<file path="src/rtl/vec_seq_pkg.sv">
// Shared encodings for the vector-op sequencer: op field, ALU control and FSM states.
package vec_seq_pkg;

   typedef enum logic [1:0] {
      OP_ILL  = 2'b00,
      OP_DOT  = 2'b01,
      OP_SMUL = 2'b10,
      OP_VADD = 2'b11
   } vec_op_e;

   typedef enum logic [1:0] {
      ALU_NONE = 2'b00,
      ALU_MAC  = 2'b01,
      ALU_MUL  = 2'b10,
      ALU_ADD  = 2'b11
   } alu_op_e;

   typedef enum logic [2:0] {
      S_IDLE,
      S_CLR,
      S_ELEM,
      S_WB,
      S_DONE
   } seq_state_e;

   function automatic alu_op_e op_to_alu(input vec_op_e op);
      case (op)
         OP_DOT:  return ALU_MAC;
         OP_SMUL: return ALU_MUL;
         OP_VADD: return ALU_ADD;
         default: return ALU_NONE;
      endcase
   endfunction

endpackage

</file>
<file path="src/rtl/vec_addr_gen.sv">
// Element address generator: base + idx*stride, wrapping silently at 2^REG_ADDR_W.
module vec_addr_gen
   import vec_seq_pkg::*;
#(
   parameter int unsigned REG_ADDR_W = 4,
   parameter int unsigned CNT_W      = 3
) (
   input  logic [REG_ADDR_W-1:0] base,
   input  logic [CNT_W-1:0]      idx,
   input  logic [REG_ADDR_W-1:0] stride,
   output logic [REG_ADDR_W-1:0] addr
);

   // Truncating idx before the multiply is exact because only the low bits survive the wrap.
   always_comb begin
      addr = base + (REG_ADDR_W'(idx) * stride);
   end

endmodule

</file>
<file path="src/rtl/vec_op_sequencer.sv">
// Vector-instruction sequencer: steps one element per cycle through dot product,
// vector*scalar and vector add, driving register-file and accumulator controls.
// Optional build macro VEC_SEQ_STRIDE_EN adds a latched element stride input.
module vec_op_sequencer
   import vec_seq_pkg::*;
#(
   parameter int unsigned VLEN       = 5,
   parameter int unsigned NUM_REGS   = 16,
   parameter int unsigned REG_ADDR_W = 4,
   parameter int unsigned CNT_W      = 3
) (
   input  logic                  clk,
   input  logic                  rst,
   input  logic                  start,
   input  logic [1:0]            op,
   input  logic                  zero_acc,
   input  logic [REG_ADDR_W-1:0] rd_base,
   input  logic [REG_ADDR_W-1:0] rn_base,
   input  logic [REG_ADDR_W-1:0] rm_base,
   input  logic                  stall,
   input  logic                  abort,
`ifdef VEC_SEQ_STRIDE_EN
   input  logic [REG_ADDR_W-1:0] stride,
`endif
   output logic                  busy,
   output logic                  done,
   output logic                  illegal,
   output logic [REG_ADDR_W-1:0] rf_ra,
   output logic [REG_ADDR_W-1:0] rf_rb,
   output logic [REG_ADDR_W-1:0] rf_wa,
   output logic                  rf_we,
   output logic                  wb_sel,
   output logic [1:0]            alu_op,
   output logic                  acc_clr,
   output logic                  acc_en,
   output logic [CNT_W-1:0]      elem_idx
);

   localparam logic [CNT_W-1:0]      LAST_IDX  = CNT_W'(VLEN - 1);
   localparam logic [REG_ADDR_W-1:0] ADDR_MASK = REG_ADDR_W'(NUM_REGS - 1);

   seq_state_e            state_q, state_d;
   logic [CNT_W-1:0]      cnt_q, cnt_d;
   logic                  accept;
   vec_op_e               op_q;
   logic [REG_ADDR_W-1:0] rd_q, rn_q, rm_q;
   logic [REG_ADDR_W-1:0] stride_q;
   logic [REG_ADDR_W-1:0] rb_stride;
   logic [REG_ADDR_W-1:0] ra_addr, rb_addr, wa_addr;

   // Capture the instruction fields when a start is accepted.
   always_ff @(posedge clk or posedge rst) begin
      if (rst) begin
         op_q <= OP_ILL;
         rd_q <= '0;
         rn_q <= '0;
         rm_q <= '0;
`ifdef VEC_SEQ_STRIDE_EN
         stride_q <= '0;
`endif
      end else if (accept) begin
         op_q <= vec_op_e'(op);
         rd_q <= rd_base;
         rn_q <= rn_base;
         rm_q <= rm_base;
`ifdef VEC_SEQ_STRIDE_EN
         stride_q <= stride;
`endif
      end
   end

`ifndef VEC_SEQ_STRIDE_EN
   assign stride_q = REG_ADDR_W'(1);
`endif

   // The scalar operand of vector*scalar never advances.
   assign rb_stride = (op_q == OP_SMUL) ? '0 : stride_q;

   vec_addr_gen #(.REG_ADDR_W(REG_ADDR_W), .CNT_W(CNT_W)) u_ra_gen (
      .base(rn_q), .idx(cnt_q), .stride(stride_q), .addr(ra_addr)
   );
   vec_addr_gen #(.REG_ADDR_W(REG_ADDR_W), .CNT_W(CNT_W)) u_rb_gen (
      .base(rm_q), .idx(cnt_q), .stride(rb_stride), .addr(rb_addr)
   );
   vec_addr_gen #(.REG_ADDR_W(REG_ADDR_W), .CNT_W(CNT_W)) u_wa_gen (
      .base(rd_q), .idx(cnt_q), .stride(stride_q), .addr(wa_addr)
   );

   // State and element counter registers.
   always_ff @(posedge clk or posedge rst) begin
      if (rst) begin
         state_q <= S_IDLE;
         cnt_q   <= '0;
      end else begin
         state_q <= state_d;
         cnt_q   <= cnt_d;
      end
   end

   // Next-state, counter and output decode; abort outranks everything but reset.
   always_comb begin
      state_d  = state_q;
      cnt_d    = cnt_q;
      accept   = 1'b0;
      busy     = (state_q != S_IDLE);
      done     = 1'b0;
      illegal  = 1'b0;
      rf_ra    = '0;
      rf_rb    = '0;
      rf_wa    = '0;
      rf_we    = 1'b0;
      wb_sel   = 1'b0;
      alu_op   = ALU_NONE;
      acc_clr  = 1'b0;
      acc_en   = 1'b0;
      elem_idx = cnt_q;

      if (abort) begin
         state_d = S_IDLE;
         cnt_d   = '0;
      end else begin
         case (state_q)
            S_IDLE: begin
               if (start) begin
                  accept = 1'b1;
                  cnt_d  = '0;
                  case (vec_op_e'(op))
                     OP_ILL:  state_d = S_DONE;
                     OP_DOT:  state_d = zero_acc ? S_CLR : S_ELEM;
                     default: state_d = S_ELEM;
                  endcase
               end
            end
            S_CLR:  state_d = S_ELEM;
            S_ELEM: begin
               if (!stall) begin
                  if (cnt_q == LAST_IDX) begin
                     cnt_d   = '0;
                     state_d = (op_q == OP_DOT) ? S_WB : S_DONE;
                  end else begin
                     cnt_d = cnt_q + 1'b1;
                  end
               end
            end
            S_WB:   state_d = S_DONE;
            S_DONE: state_d = S_IDLE;
            default: state_d = S_IDLE;
         endcase
      end

      case (state_q)
         S_CLR: acc_clr = !abort;
         S_ELEM: begin
            rf_ra  = ra_addr & ADDR_MASK;
            rf_rb  = rb_addr & ADDR_MASK;
            alu_op = op_to_alu(op_q);
            if (op_q == OP_DOT) begin
               acc_en = !stall && !abort;
            end else begin
               rf_wa = wa_addr & ADDR_MASK;
               rf_we = !stall && !abort;
            end
         end
         S_WB: begin
            rf_wa  = rd_q;
            rf_we  = !abort;
            wb_sel = 1'b1;
         end
         S_DONE: begin
            done    = !abort;
            illegal = !abort && (op_q == OP_ILL);
         end
         default: ;
      endcase
   end

endmodule
</file>
<file path="config.mk">
export PLATFORM = sky130hd
export DESIGN_NAME = vec_op_sequencer
export DESIGN_NICKNAME = d
export VERILOG_FILES = /design/src/rtl/vec_seq_pkg.sv /design/src/rtl/vec_addr_gen.sv /design/src/rtl/vec_op_sequencer.sv
export SDC_FILE = /design/constraint.sdc
export NUM_CORES = 1
export LEC_CHECK = 0
export ABC_AREA = 1
export CAP_MARGIN = 5
export CORE_AREA = 4 4 71 73
export DETAILED_ROUTE_END_ITERATION = 12
export DIE_AREA = 0 0 75 77
export GPL_TIMING_DRIVEN = 0
export SYNTH_ARGS = -nofsm -noshare
export SYNTH_HDL_FRONTEND = slang
export SYNTH_SLANG_ARGS = --single-unit
</file>
<file path="constraint.sdc">
create_clock -name clk -period 2.2 [get_ports clk]
set_input_delay 0.66 -clock clk [delete_from_list [all_inputs] [get_ports clk]]
set_output_delay 0.66 -clock clk [all_outputs]
set_load 0.02 [all_outputs]
</file>
# Word-level counts from Yosys, hierarchy flattened
# Index checks and enable logic that the tools add are counted.
# totals
regBits,20
inputBits,20
word_cells,65
out_inout_bits,24
# classes
eq_ne,12
reduce_logical,11
addsub,4
n_mux,31
mul,1
# op_table
operator,count
3-bit two-way mux,9
4-bit two-way mux,3
3-bit one-hot mux with 2 select lines,2
3-bit one-hot mux with 4 select lines,1
1-bit two-way mux,11
"3-bit inequality test, second input constant",3
4-bit by 3-bit adder with 4-bit output,2
4-bit one-hot mux with 2 select lines,1
"3-bit by 2-bit == test with 1-bit output, second input constant",2
"3-bit == test, second input constant",2
2-bit one-hot mux with 3 select lines,1
3-bit AND reduction,2
3-bit nonzero test,2
4-bit adder,1
"2-bit by 1-bit == test with 1-bit output, second input constant",2
"2-bit == test, second input constant",2
2-bit zero test,2
3-bit by 1-bit multiplier with 4-bit output,1
2-bit two-way mux,2
"3-bit by 1-bit adder with 3-bit output, second input constant",1
"3-bit by 1-bit == test with 1-bit output, second input constant",1
3-bit zero test,1
1-bit logical AND,2
1-bit zero test,2
1-bit one-hot mux with 2 select lines,1

# Depth between registers and ports, before layout
# logic_depth
ltp_word,6
depth_mapped,8
mapped_depth_nobuf,8

# Modules after synthesis
# From an unflattened synthesis, not the netlist that was laid out.
# hier_totals
cells_unflattened,332
hier_area_um2,2142.1
# by_module_without_submodules
module,area_each_um2,cells_each,seq_area_each_um2,n_inst
vec_op_sequencer,1241.2,167,500.5,1
vec_addr_gen,300.3,55,0.0,3

# Least setup slack after synthesis
# Ideal clock, no wire load.
# synth_timing
path_type,register to output
from,register cnt_q[1] (netlist: elem_idx[1])
to,output port rf_wa[2]
path_slack_ns,-0.244
path_stages_with_launch,5
t_required_ns,1.540
arrival_time_ns,1.784
path_cell_list,dfrtp_1 -> inv_1 -> fa_1 -> xor2_1 -> o21ai_0
# synth_between
elab_chain_len,3
# synth_lines
item,line,source
"start, declared",vec_op_sequencer.sv:43,"logic [CNT_W-1:0] cnt_q, cnt_d;"
"start signal, assigned",vec_op_sequencer.sv:96,cnt_q <= cnt_d;
4-bit by 3-bit adder with 4-bit output,vec_addr_gen.sv:16,addr = base + (REG_ADDR_W'(idx) * stride);
4-bit two-way mux,vec_op_sequencer.sv:157,if (op_q == OP_DOT) begin
4-bit one-hot mux with 2 select lines,vec_op_sequencer.sv:151,case (state_q)
"end, declared",vec_op_sequencer.sv:30,"output logic [REG_ADDR_W-1:0] rf_wa,"
# Every way passes these cells.

# Final worst setup path
# layout_timing
from,register op_q[0]
to,output port rf_rb[1]
# layout_between
elab_chain_len,5
# layout_lines
item,line,source
"start, declared",vec_op_sequencer.sv:45,vec_op_e op_q;
"start signal, assigned",vec_op_sequencer.sv:62,op_q <= vec_op_e'(op);
2-bit == test,vec_op_sequencer.sv:77,assign rb_stride = (op_q == OP_SMUL) ? '0 : stride_q;
1-bit two-way mux,vec_op_sequencer.sv:77,
3-bit by 1-bit multiplier with 4-bit output,vec_addr_gen.sv:16,
4-bit adder,vec_addr_gen.sv:16,
4-bit two-way mux,vec_op_sequencer.sv:151,
"end, declared",vec_op_sequencer.sv:29,"output logic [REG_ADDR_W-1:0] rf_rb,"
# Every way passes these cells.

==> impl_results.md <==
* Status: complete, but fails checks
* Failing checks: negative setup slack
* Setup WS post-layout at -0.2119 ns
* Hold Path Class: flip-flop to flip-flop
* Cell Pwr Density at 1084 mW/mm^2
* Wire length of the first global-routing pass at 6.665 mm
* Met1 Wirelength at 1.810 mm
* Fin nets at ~300
* Worst hold start: rn_q[0]
* Starting Density at 34.28%
* Core ar. at 0.004354 mm^2
* Initial antenna violation count at 0
* Crit path launch type: flip-flop
* Clock skew at about 0.0035 ns
* Compound-cell area share of the yosys netlist at 11.90%
* Max-cap violations at 0
* Gate Count Post-Synth at just under 200
* Drt via density at 4.697
* Final-report hold violation count at 0
* TritonCTS clock tree: built
* Die area at 0.005775 mm^2
* Net Count, Synth at 231
* Post-synthesis mux area share at 0%
* GR Overflow Total at 0
* CTS Sinks at 20
* Chip Height at 77 um
* Worst skew pair latency at 0.26 ns
* Setup violators final at 9
* CP max FO at 4
* Synthesized area per cell at 7.577 um^2
* Maximum vdd ir drop at 0.4325 mV
* Critical R2R Launch: elem_idx[0]
* Starting DRC count in detailed routing at 63
* Total vias in the final route at 1,489
* Worst path required time at 1.54 ns
* Synth cell types at 29
* Critical Path End Type: output port
* Area grow syn2layout at 57.17%
* Post-route ant nets at 0
* Die X at 75 um
* Fin crit share at 109.6%
* WL per Instance at around 13 um
* Layout cells sized above 1 at between 30% and 40%
* Slew Limit Fails at 0
* Clock transition at path regs at 0.08 ns
* DRC errors left at 0
* Worst Reg2Reg Path Length in Cells at 8
* Adder-cell share of the synthesized area at 13.24%
* Hold slack at 0.5098 ns
* P_leak at roughly 0.0012 uW
* Post-Route WL at 4.098 mm
* TritonCTS Buffers at 3
* Post-synthesis cell area at 0.001493 mm^2
* Seq/Total Area, Yosys at ~34%
* Routability Congestion at 0.8222
* Routed wl met3 at 206 um
* Number of I/O port buffers at 43
* Seq cells post-synth at 20
* Largest family of logic cells by synthesized area: simple AND/OR/NAND/NOR gates
* Crit Path Class: flip-flop to output port
* FP Rows at 24
* CP arrival at 1.75 ns
* Worst rel slew slack at between 40% and 50%
* Total chip power at ~2500 uW
* Number of iterations in the first detailed-routing pass at 4
* CTS Buffer Depth at 2
* R2R Setup Slk at roughly 0.67 ns
* Tmin final at 2.412 ns
* Top Layer Used: met4
* WHS Path Cells at 2
* Post-Synth Simple-Gate Area at 28.50%
* I/O pin cnt at 44
* Fill count at 415
* Clk root buf: clkbuf_8
* Least-Margin Pin Slew at 0.8432 ns
* DP Wirelength at 2.851 mm
* Synth Area in XOR/XNOR at under 10%
* Capture point of the worst reg-to-reg path: elem_idx[2]
* RSZ-0062 raised after global routing: true
* Hold EP: rn_q[0]
* Met2 WL at 2.024 mm
* Yosys Warn Count at 0
* Diode count at 0
* Gr usage total at 14.55%
* Largest net degree at the start of global routing at 21
* H-tree Lvls at 1
* Vias in the first global route at 1,495
* FMAX at 414.6 MHz
Yosys cell counts:
master / n / share of area [%]
nand2_1: 35 / 8.8
nand3_2: 1 / 0.67
buf_4: 1 / 0.50
dfrtp_1: 20 / 34
or2_2: 2 / 0.84
xnor2_1: 2 / 1.2
fa_1: 3 / 4.0
inv_2: 5 / 1.3
o21a_1: 1 / 0.50
xor2_1: 1 / 0.59
nor3_1: 2 / 0.67
nand4_1: 2 / 0.84
a21boi_0: 1 / 0.50
buf_6: 2 / 1.5
nand3_1: 14 / 4.7
nand2_2: 2 / 0.84
o22ai_1: 2 / 0.84
o21ai_1: 11 / 3.7
a21oi_1: 11 / 3.7
nor2_2: 3 / 1.3
inv_1: 31 / 7.8
o21ai_0: 3 / 1.0
o21bai_1: 1 / 0.50
a21oi_2: 1 / 0.59
nor2_1: 24 / 6.0
a22o_1: 1 / 0.59
nand3_4: 2 / 2.3
nor2_4: 2 / 1.5
ha_1: 11 / 9.2
routing by layer:
layer | vias up | global-route usage, %
met3 | 4 | 0.9150
met4 | 0 | 5.338
met2 | 38 | 23.43
met1 | 678 | 20.11
met5 | - | 0
li1 | 769 | -
state kept, by name, indices dropped and copies added, names as in the netlist:
signal,count
rd_q,4
rm_q,4
rn_q,4
elem_idx,3
state_q,3
op_q,2
per-stage QoR:
stage                     cells  worst slack [ns]  cell area (um^2)  util (%)  TNS [ns]
after floorplan             197           0.02138              1511         -         0
after global placement      292           -0.8505              2007     46.09    -7.770
after detailed placement    292           -0.8516              2007     46.09    -7.754
after CTS                   309           -0.2293              2232     51.26    -1.630
after global routing        317           -0.2717              2346     53.88    -1.994
final                       317           -0.2119              2346     53.88    -1.253
timing repair:
item	in CTS	in global routing
pin swaps	13	12
buffers inserted	14	8
gates resized for setup	110	25
hold buffers	0	0
endpoints found under the setup margin	21	18
critical path, cell delays in order (launching register included):
cell	delay [ns]
dfrtp_1	0.39
inv_2	0.10
a21oi_2	0.06
ha_2	0.19
fa_2	0.53
inv_2	0.04
nor2_4	0.07
buf_6	0.11
power breakdown:
part	total (uW)	switching (uW)	internal [uW]	leakage, uW
Clock	245	123	122	0.0000216
Combinational	1600	870	734	0.000895
Sequential	694	167	527	0.000240
Total	2540	1160	1380	0.00116
placed cells by master (no fill, tap or decap), types with 7 or more instances in the layout:
master	Yosys	layout
dfrtp_2	0	7
nor2_2	3	7
nand3_1	14	11
nor2_1	24	18
dfrtp_1	20	13
buf_4	1	25
nand2_1	35	34
inv_1	31	27
buf_6	2	10
inv_2	5	7
o21ai_1	11	12
clkdlybuf4s50_1	0	20
worst max-delay path by stage:
stage	to	cells after the start	start	slack (ns)
CTS	rf_wa[2]	6	elem_idx[0]	-0.23
detailed placement	rf_we	4	abort	-0.85
floorplan	rf_rb[2]	6	elem_idx[0]	0.02
global placement	rf_we	4	abort	-0.85
finish	rf_rb[1]	7	op_q[0]	-0.21
global route	rf_rb[1]	7	op_q[0]	-0.27
logic make-up after synthesis:
logic type | after synthesis
buffers and inverters | 39
DFF | 20
AOI/OAI and AO/OA | 32
adders and majority gates | 14
xor gates and xnor gates | 3
and+or+nand+nor | 89
layout make-up:
class                           instances  area [um^2]  share of cell area (%)
Multi-Input combinational cell        138        989.7                   42.19
Timing Repair Buffer                   65        570.5                   24.32
Sequential cell                        20        509.2                   21.71
Inverter                               36        140.1                   5.973
Tap cell                               52        65.06                   2.773
Clock buffer                            3        41.29                   1.760
Buffer                                  3        30.03                   1.280
Power figures use the tool's default switching activity.
